File: src/rtl/ram_sync_fill.sv
// Clocked single-port RAM with byte-lane writes, registered 1-cycle reads and a
// multi-cycle fill sequencer that writes one pattern word per cycle while busy.
module ram_sync_fill #(
  parameter int DATA_WIDTH = 32,
  parameter int ADDR_WIDTH = 7,
  parameter int DEPTH      = 128
) (
  input  logic                      clock,
  input  logic                      reset,
  input  logic                      req_valid,
  output logic                      req_ready,
  input  logic                      req_we,
  input  logic [ADDR_WIDTH-1:0]     req_addr,
  input  logic [DATA_WIDTH-1:0]     req_wdata,
  input  logic [DATA_WIDTH/8-1:0]   req_be,
  output logic                      rd_valid,
  output logic [DATA_WIDTH-1:0]     rd_data,
  output logic                      addr_err,
  input  logic                      fill_start,
  input  logic [1:0]                fill_mode,
  input  logic [DATA_WIDTH-1:0]     fill_value,
  output logic                      busy,
  output logic                      fill_done
);

  localparam int                    NUM_BYTES = DATA_WIDTH / 8;
  localparam logic [ADDR_WIDTH:0]   DEPTH_L   = (ADDR_WIDTH + 1)'(DEPTH);
  localparam logic [ADDR_WIDTH-1:0] LAST_IDX  = ADDR_WIDTH'(DEPTH - 1);

  typedef enum logic {
    ST_IDLE,
    ST_FILL
  } state_e;

  typedef enum logic [1:0] {
    FILL_ZERO   = 2'd0,
    FILL_INDEX  = 2'd1,
    FILL_CONST  = 2'd2,
    FILL_OFFSET = 2'd3
  } fill_mode_e;

  state_e                  state_q, state_d;
  logic [ADDR_WIDTH-1:0]   cnt_q, cnt_d;
  fill_mode_e              mode_q, mode_d;
  logic [DATA_WIDTH-1:0]   value_q, value_d;

  logic [DATA_WIDTH-1:0]   mem_q [DEPTH];
  logic                    rd_valid_q;
  logic [DATA_WIDTH-1:0]   rd_data_q;
  logic                    addr_err_q;
  logic                    fill_done_q;

  logic                    accept;
  logic                    in_range;
  logic                    req_wr;
  logic                    fill_we;
  logic                    last_fill;
  logic [DATA_WIDTH-1:0]   fill_word;

  assign req_ready = (state_q == ST_IDLE) && !reset;
  assign busy      = (state_q == ST_FILL);
  assign accept    = req_valid && req_ready;
  assign in_range  = {1'b0, req_addr} < DEPTH_L;
  assign req_wr    = accept && req_we && in_range;
  // An edge with reset high must not complete the in-flight fill write.
  assign fill_we   = (state_q == ST_FILL) && !reset;
  assign last_fill = (state_q == ST_FILL) && (cnt_q == LAST_IDX);

  always_comb begin
    // NOTE: every next-state signal gets its hold value first so no path leaves it unassigned (no latch).
    state_d = state_q;
    cnt_d   = cnt_q;
    mode_d  = mode_q;
    value_d = value_q;
    case (state_q)
      ST_IDLE: begin
        if (fill_start) begin
          state_d = ST_FILL;
          cnt_d   = '0;
          mode_d  = fill_mode_e'(fill_mode);
          value_d = fill_value;
        end
      end
      ST_FILL: begin
        cnt_d = cnt_q + 1'b1;
        if (cnt_q == LAST_IDX) state_d = ST_IDLE;
      end
      default: state_d = ST_IDLE;
    endcase
  end

  always_comb begin
    fill_word = '0;
    case (mode_q)
      FILL_ZERO:   fill_word = '0;
      FILL_INDEX:  fill_word = DATA_WIDTH'(cnt_q);
      FILL_CONST:  fill_word = value_q;
      FILL_OFFSET: fill_word = DATA_WIDTH'(cnt_q) + value_q;
      default:     fill_word = '0;
    endcase
  end

  always_ff @(posedge clock) begin
    // NOTE: clocked state uses non-blocking assignments so every register samples pre-edge values.
    if (reset) begin
      state_q <= ST_IDLE;
      cnt_q   <= '0;
      mode_q  <= FILL_ZERO;
      value_q <= '0;
    end else begin
      state_q <= state_d;
      cnt_q   <= cnt_d;
      mode_q  <= mode_d;
      value_q <= value_d;
    end
  end

  // NOTE: the storage array has no reset; contents survive reset and map onto plain RAM.
  always_ff @(posedge clock) begin
    if (fill_we) begin
      mem_q[cnt_q] <= fill_word;
    end else if (req_wr) begin
      for (int i = 0; i < NUM_BYTES; i++) begin
        if (req_be[i]) mem_q[req_addr][8*i +: 8] <= req_wdata[8*i +: 8];
      end
    end
  end

  always_ff @(posedge clock) begin
    if (reset) begin
      rd_valid_q  <= 1'b0;
      rd_data_q   <= '0;
      addr_err_q  <= 1'b0;
      fill_done_q <= 1'b0;
    end else begin
      rd_valid_q  <= accept && !req_we;
      addr_err_q  <= accept && !in_range;
      fill_done_q <= last_fill;
      // rd_data only moves on an accepted read and holds otherwise.
      if (accept && !req_we) rd_data_q <= in_range ? mem_q[req_addr] : '0;
    end
  end

  assign rd_valid  = rd_valid_q;
  assign rd_data   = rd_data_q;
  assign addr_err  = addr_err_q;
  assign fill_done = fill_done_q;

endmodule

File: config.mk
export PLATFORM = sky130hd
export DESIGN_NAME = ram_sync_fill
export DESIGN_NICKNAME = d
export VERILOG_FILES = /design/src/rtl/ram_sync_fill.sv
export SDC_FILE = /design/constraint.sdc
export NUM_CORES = 2
export LEC_CHECK = 0
export BUFFER_PORTS_ARGS = -buffer_cell sky130_fd_sc_hd__buf_2
export CAP_MARGIN = 20
export CORE_UTILIZATION = 49
export CTS_BUF_LIST = sky130_fd_sc_hd__clkbuf_4 sky130_fd_sc_hd__clkbuf_8 sky130_fd_sc_hd__clkbuf_16
export DETAILED_ROUTE_END_ITERATION = 8
export PLACE_DENSITY = 0.66
export SYNTH_ARGS = -nofsm -noshare
export SYNTH_HDL_FRONTEND = slang
export SYNTH_SLANG_ARGS = --single-unit
export TNS_END_PERCENT = 5
File: constraint.sdc
create_clock -name clock -period 17.6 [get_ports clock]
set_input_delay 2.64 -clock clock [delete_from_list [all_inputs] [get_ports clock]]
set_output_delay 2.64 -clock clock [all_outputs]
set_load 0.05 [all_outputs]
==> summary.md <==
| Metric | Value |
|---|---|
| Status | completed |
| Sequential area share after synthesis | 76.3% |
| Inst Count DP | 12300 |
| Largest net degree at the start of global routing | 105 |
| WP data arrival | 8.30 ns |
| Post-CTS Hold Buffers | 0 |
| Pins Over Slew Limit | 0 |
| CP Launch Type | input pin |
| RSZ-0062 raised after global routing | false |
| Finished Layout Cells | 13000 |
| Share of flip-flops with an asynchronous set or reset | 0% |
| Leakage | 57.6 nW |
| Initial Utilization | 49.3% |
| Syn_nets | 8118 |
| WL/cell | 33.8 µm |
| CTS resizes | 0 |
| CTS Buf Count | 400 |
| Worst-path maximum fanout | 100 |
| CP Capture Point | rd_data[22] |
| # IOs | 119 |
| CTS Buffer Depth | 4 |
| Total track usage | 26.2% |
| Yosys warning total | 0 |
| Reg-to-reg startpoint | busy |
| P per Cell Area | 113 nW/µm² |
| Number of global-route vias before repair | 82900 |
| Die area | 335000 µm² |
| Port-buffer cells | 117 |
| Clock Tree Root | clkbuf_16 |
| RePlAce Congestion | 0.885 |
| Post-synth top cells | edfxtp_1, mux4_2, nor2_1 |
| Top-area cell type share of the netlist area | 75.4% |
| Clock sinks | 4172 |
| CTS clk-pin slew, worst paths | 0.06 ns |
| Final hold vios | 0 |
| Clock power share | 42.7% |
| Crit path kind | in2reg |
| Reg-to-Reg End | mem_q[108][15] |
| Most frequent cell after synthesis | edfxtp_1 |
| Reg-to-reg slack, setup | 12.62 ns |
| CTS tree | yes |
| Critical Path RT | 18.33 ns |
| Maximum vdd drop | 0.0969 mV |
| Multi-input logic area | 36100 µm² |
| Fillers | 24400 |
| Area contributors post-synth | edfxtp_1, mux4_2, mux2i_1 |
| First-pass GRT wire length | 621 mm |
| Area Overhead vs Synth | 11.7% |
| Slew margin rel. | 12.8% |
| Minimum clock period after layout | 7.57 ns |
| Setup_tns | 0 ns |
| Peak Freq | 132 MHz |
| Cell area after layout | 182000 µm² |
| Clk Latency, worst-skew pair | 0.94 ns |
| Share of cells above drive strength 1 | 23.9% |
| Ys flop type | edfxtp_1 |
| Iter 0 DRT Violations | 11000 |
| Combinational share of power | 4.5% |
| Row count | 211 |
| EDFF count, synth | 4096 |
| Int Pwr | 16.3 mW |
| Initial antenna violation count | 15 |
| Post-DR vias/cell | 6.43 |
| Placed Area | 169000 µm² |
| Final wirelength | 439 mm |
| Switch share | 20.8% |
| Worst-margin pin slew | 1.30 ns |
| Layout Utilization | 55.1% |
| Nets | 8389 |
| DR vias | 83500 |
| Setup Skew | 0.0595 ns |
| Final setup viols | 0 |
| Drc violations | 0 |
| Final antenna-violating net count | 0 |
| Final period util | 43.0% |
| FF+latch area | 125000 µm² |
| Die X | 579 µm |
| Reg2Reg Depth | 8 |
| Synth Cell Area | 163000 µm² |
| Avg Cell Area, Syn | 20.3 µm² |
| Biggest area consumer among synthesized cells | edfxtp_1 |
| Postcts setup bufs | 0 |
| Area of the core | 331000 µm² |
| Pre-antenna DRT Iters | 6 |
| Worst hold path type | reg2reg |
| Detailed Place HPWL | 271 mm |
| Sw power | 4.29 mW |
| Grt ovf | 0 |
| Sequential share of power | 52.8% |
| H-tree levels | 5 |
| Synth cell types | 92 |
| Post-synthesis cell count | 8027 |
| Crit path from | req_addr[0] |
| Yosys reg bits | 4172 |
| Critical Path Sink Type | flop |
| Die Y | 579 µm |
| MaxCap Viol Count | 0 |
[cell type report]
cell class | count | share of cell area (%)
Antenna cell | 7 | 0.00961
Clock buffer | 484 | 5.95
Clock inverter | 241 | 1.43
Inverter | 15 | 0.0350
Multi-Input combinational cell | 3340 | 19.8
Sequential cell | 4172 | 68.3
Tap cell | 4366 | 3.00
Timing Repair Buffer | 369 | 1.44
[cell families (layout without fill, tap and decap cells)]
family                   Yosys count  in the layout  share of synthesized area, %
AND/OR/NAND/NOR                 1301           1301                          3.48
XOR/XNOR                          28             28                         0.150
adder cells (fa/ha/maj)            9              9                        0.0736
flip-flops                      4172           4172                          76.3
multiplexers                    1249           1249                          14.8
buffers and inverters            515           1109                          2.03
other                              1              8                       0.00230
AO/OA/AOI/OAI                    752            752                          3.14
[critical path: stages]
cell      delay (ns)
buf_12          0.44
buf_12          0.51
buf_4           0.75
buf_12          0.45
buf_4           0.80
mux4_2          0.59
a22o_1          0.25
a221oi_1        0.21
o221ai_1        0.18
nor3_1          0.84
nor4_1          0.15
[metrics by stage]
stage / hold slack (ns) / power (mW) / setup slack, ns
global route: 0.488 / 21.1 / 9.46
detailed placement: 0.472 / 12.0 / 9.03
finish: 0.477 / 20.6 / 10.03
global placement: 0.466 / 12.0 / 8.96
CTS: 0.481 / 20.7 / 9.99
floorplan: 0.448 / 11.7 / 7.44
[sequential cells by signal, summed over array words and instances (netlist names)]
name	count
busy	1
cnt_q	7
fill_done	1
mem_q	4096
mode_q	2
rd_data	32
rd_valid	1
value_q	32
[per-layer routing]
metal | vias to the layer above | part of all wire (%) | track usage [%]
li1 | 33700 | - | -
met1 | 44300 | 38 | 35.6
met2 | 4640 | 47 | 41.2
met3 | 822 | 11 | 5.97
met4 | 12 | 4.5 | 10.5
met5 | - | 0.020 | 0
[power by group through the flow]
stage	clock network [mW]	logic, mW	registers (mW)
after global routing	9.24	0.958	10.9
after floorplan	0	0.569	11.1
after CTS	8.88	0.920	10.9
after global placement	0	0.904	11.1
after detailed placement	0	0.917	11.1
final	8.82	0.923	10.9
[worst min-delay path by stage]
stage                      from     endpoint  slack (ns)  cells past startpoint
finish              value_q[31]  value_q[31]        0.48                      2
global route         value_q[0]   value_q[0]        0.49                      2
CTS                  value_q[0]   value_q[0]        0.48                      2
detailed placement   value_q[0]   value_q[0]        0.47                      2
global placement    value_q[31]  value_q[31]        0.47                      2
floorplan            value_q[4]   value_q[4]        0.45                      2
[cells in the final DEF, fill, tap and decap left out, drive strengths merged, types with 33 or more instances in the layout]
master | netlist | final
buf | 309 | 367
a221oi | 35 | 35
o22ai | 175 | 175
nor4 | 46 | 46
mux4 | 917 | 917
nor2 | 611 | 611
nand3 | 75 | 75
dfxtp | 76 | 76
a31oi | 33 | 33
a21oi | 143 | 143
nor3 | 81 | 81
clkbuf | 191 | 486
edfxtp | 4096 | 4096
bufinv | 0 | 53
mux2i | 305 | 305
a211oi | 52 | 52
nand2 | 341 | 341
o21ai | 55 | 55
clkinv | 1 | 165
a22oi | 102 | 102
No activity file was read; power rests on OpenSTA's default activity.
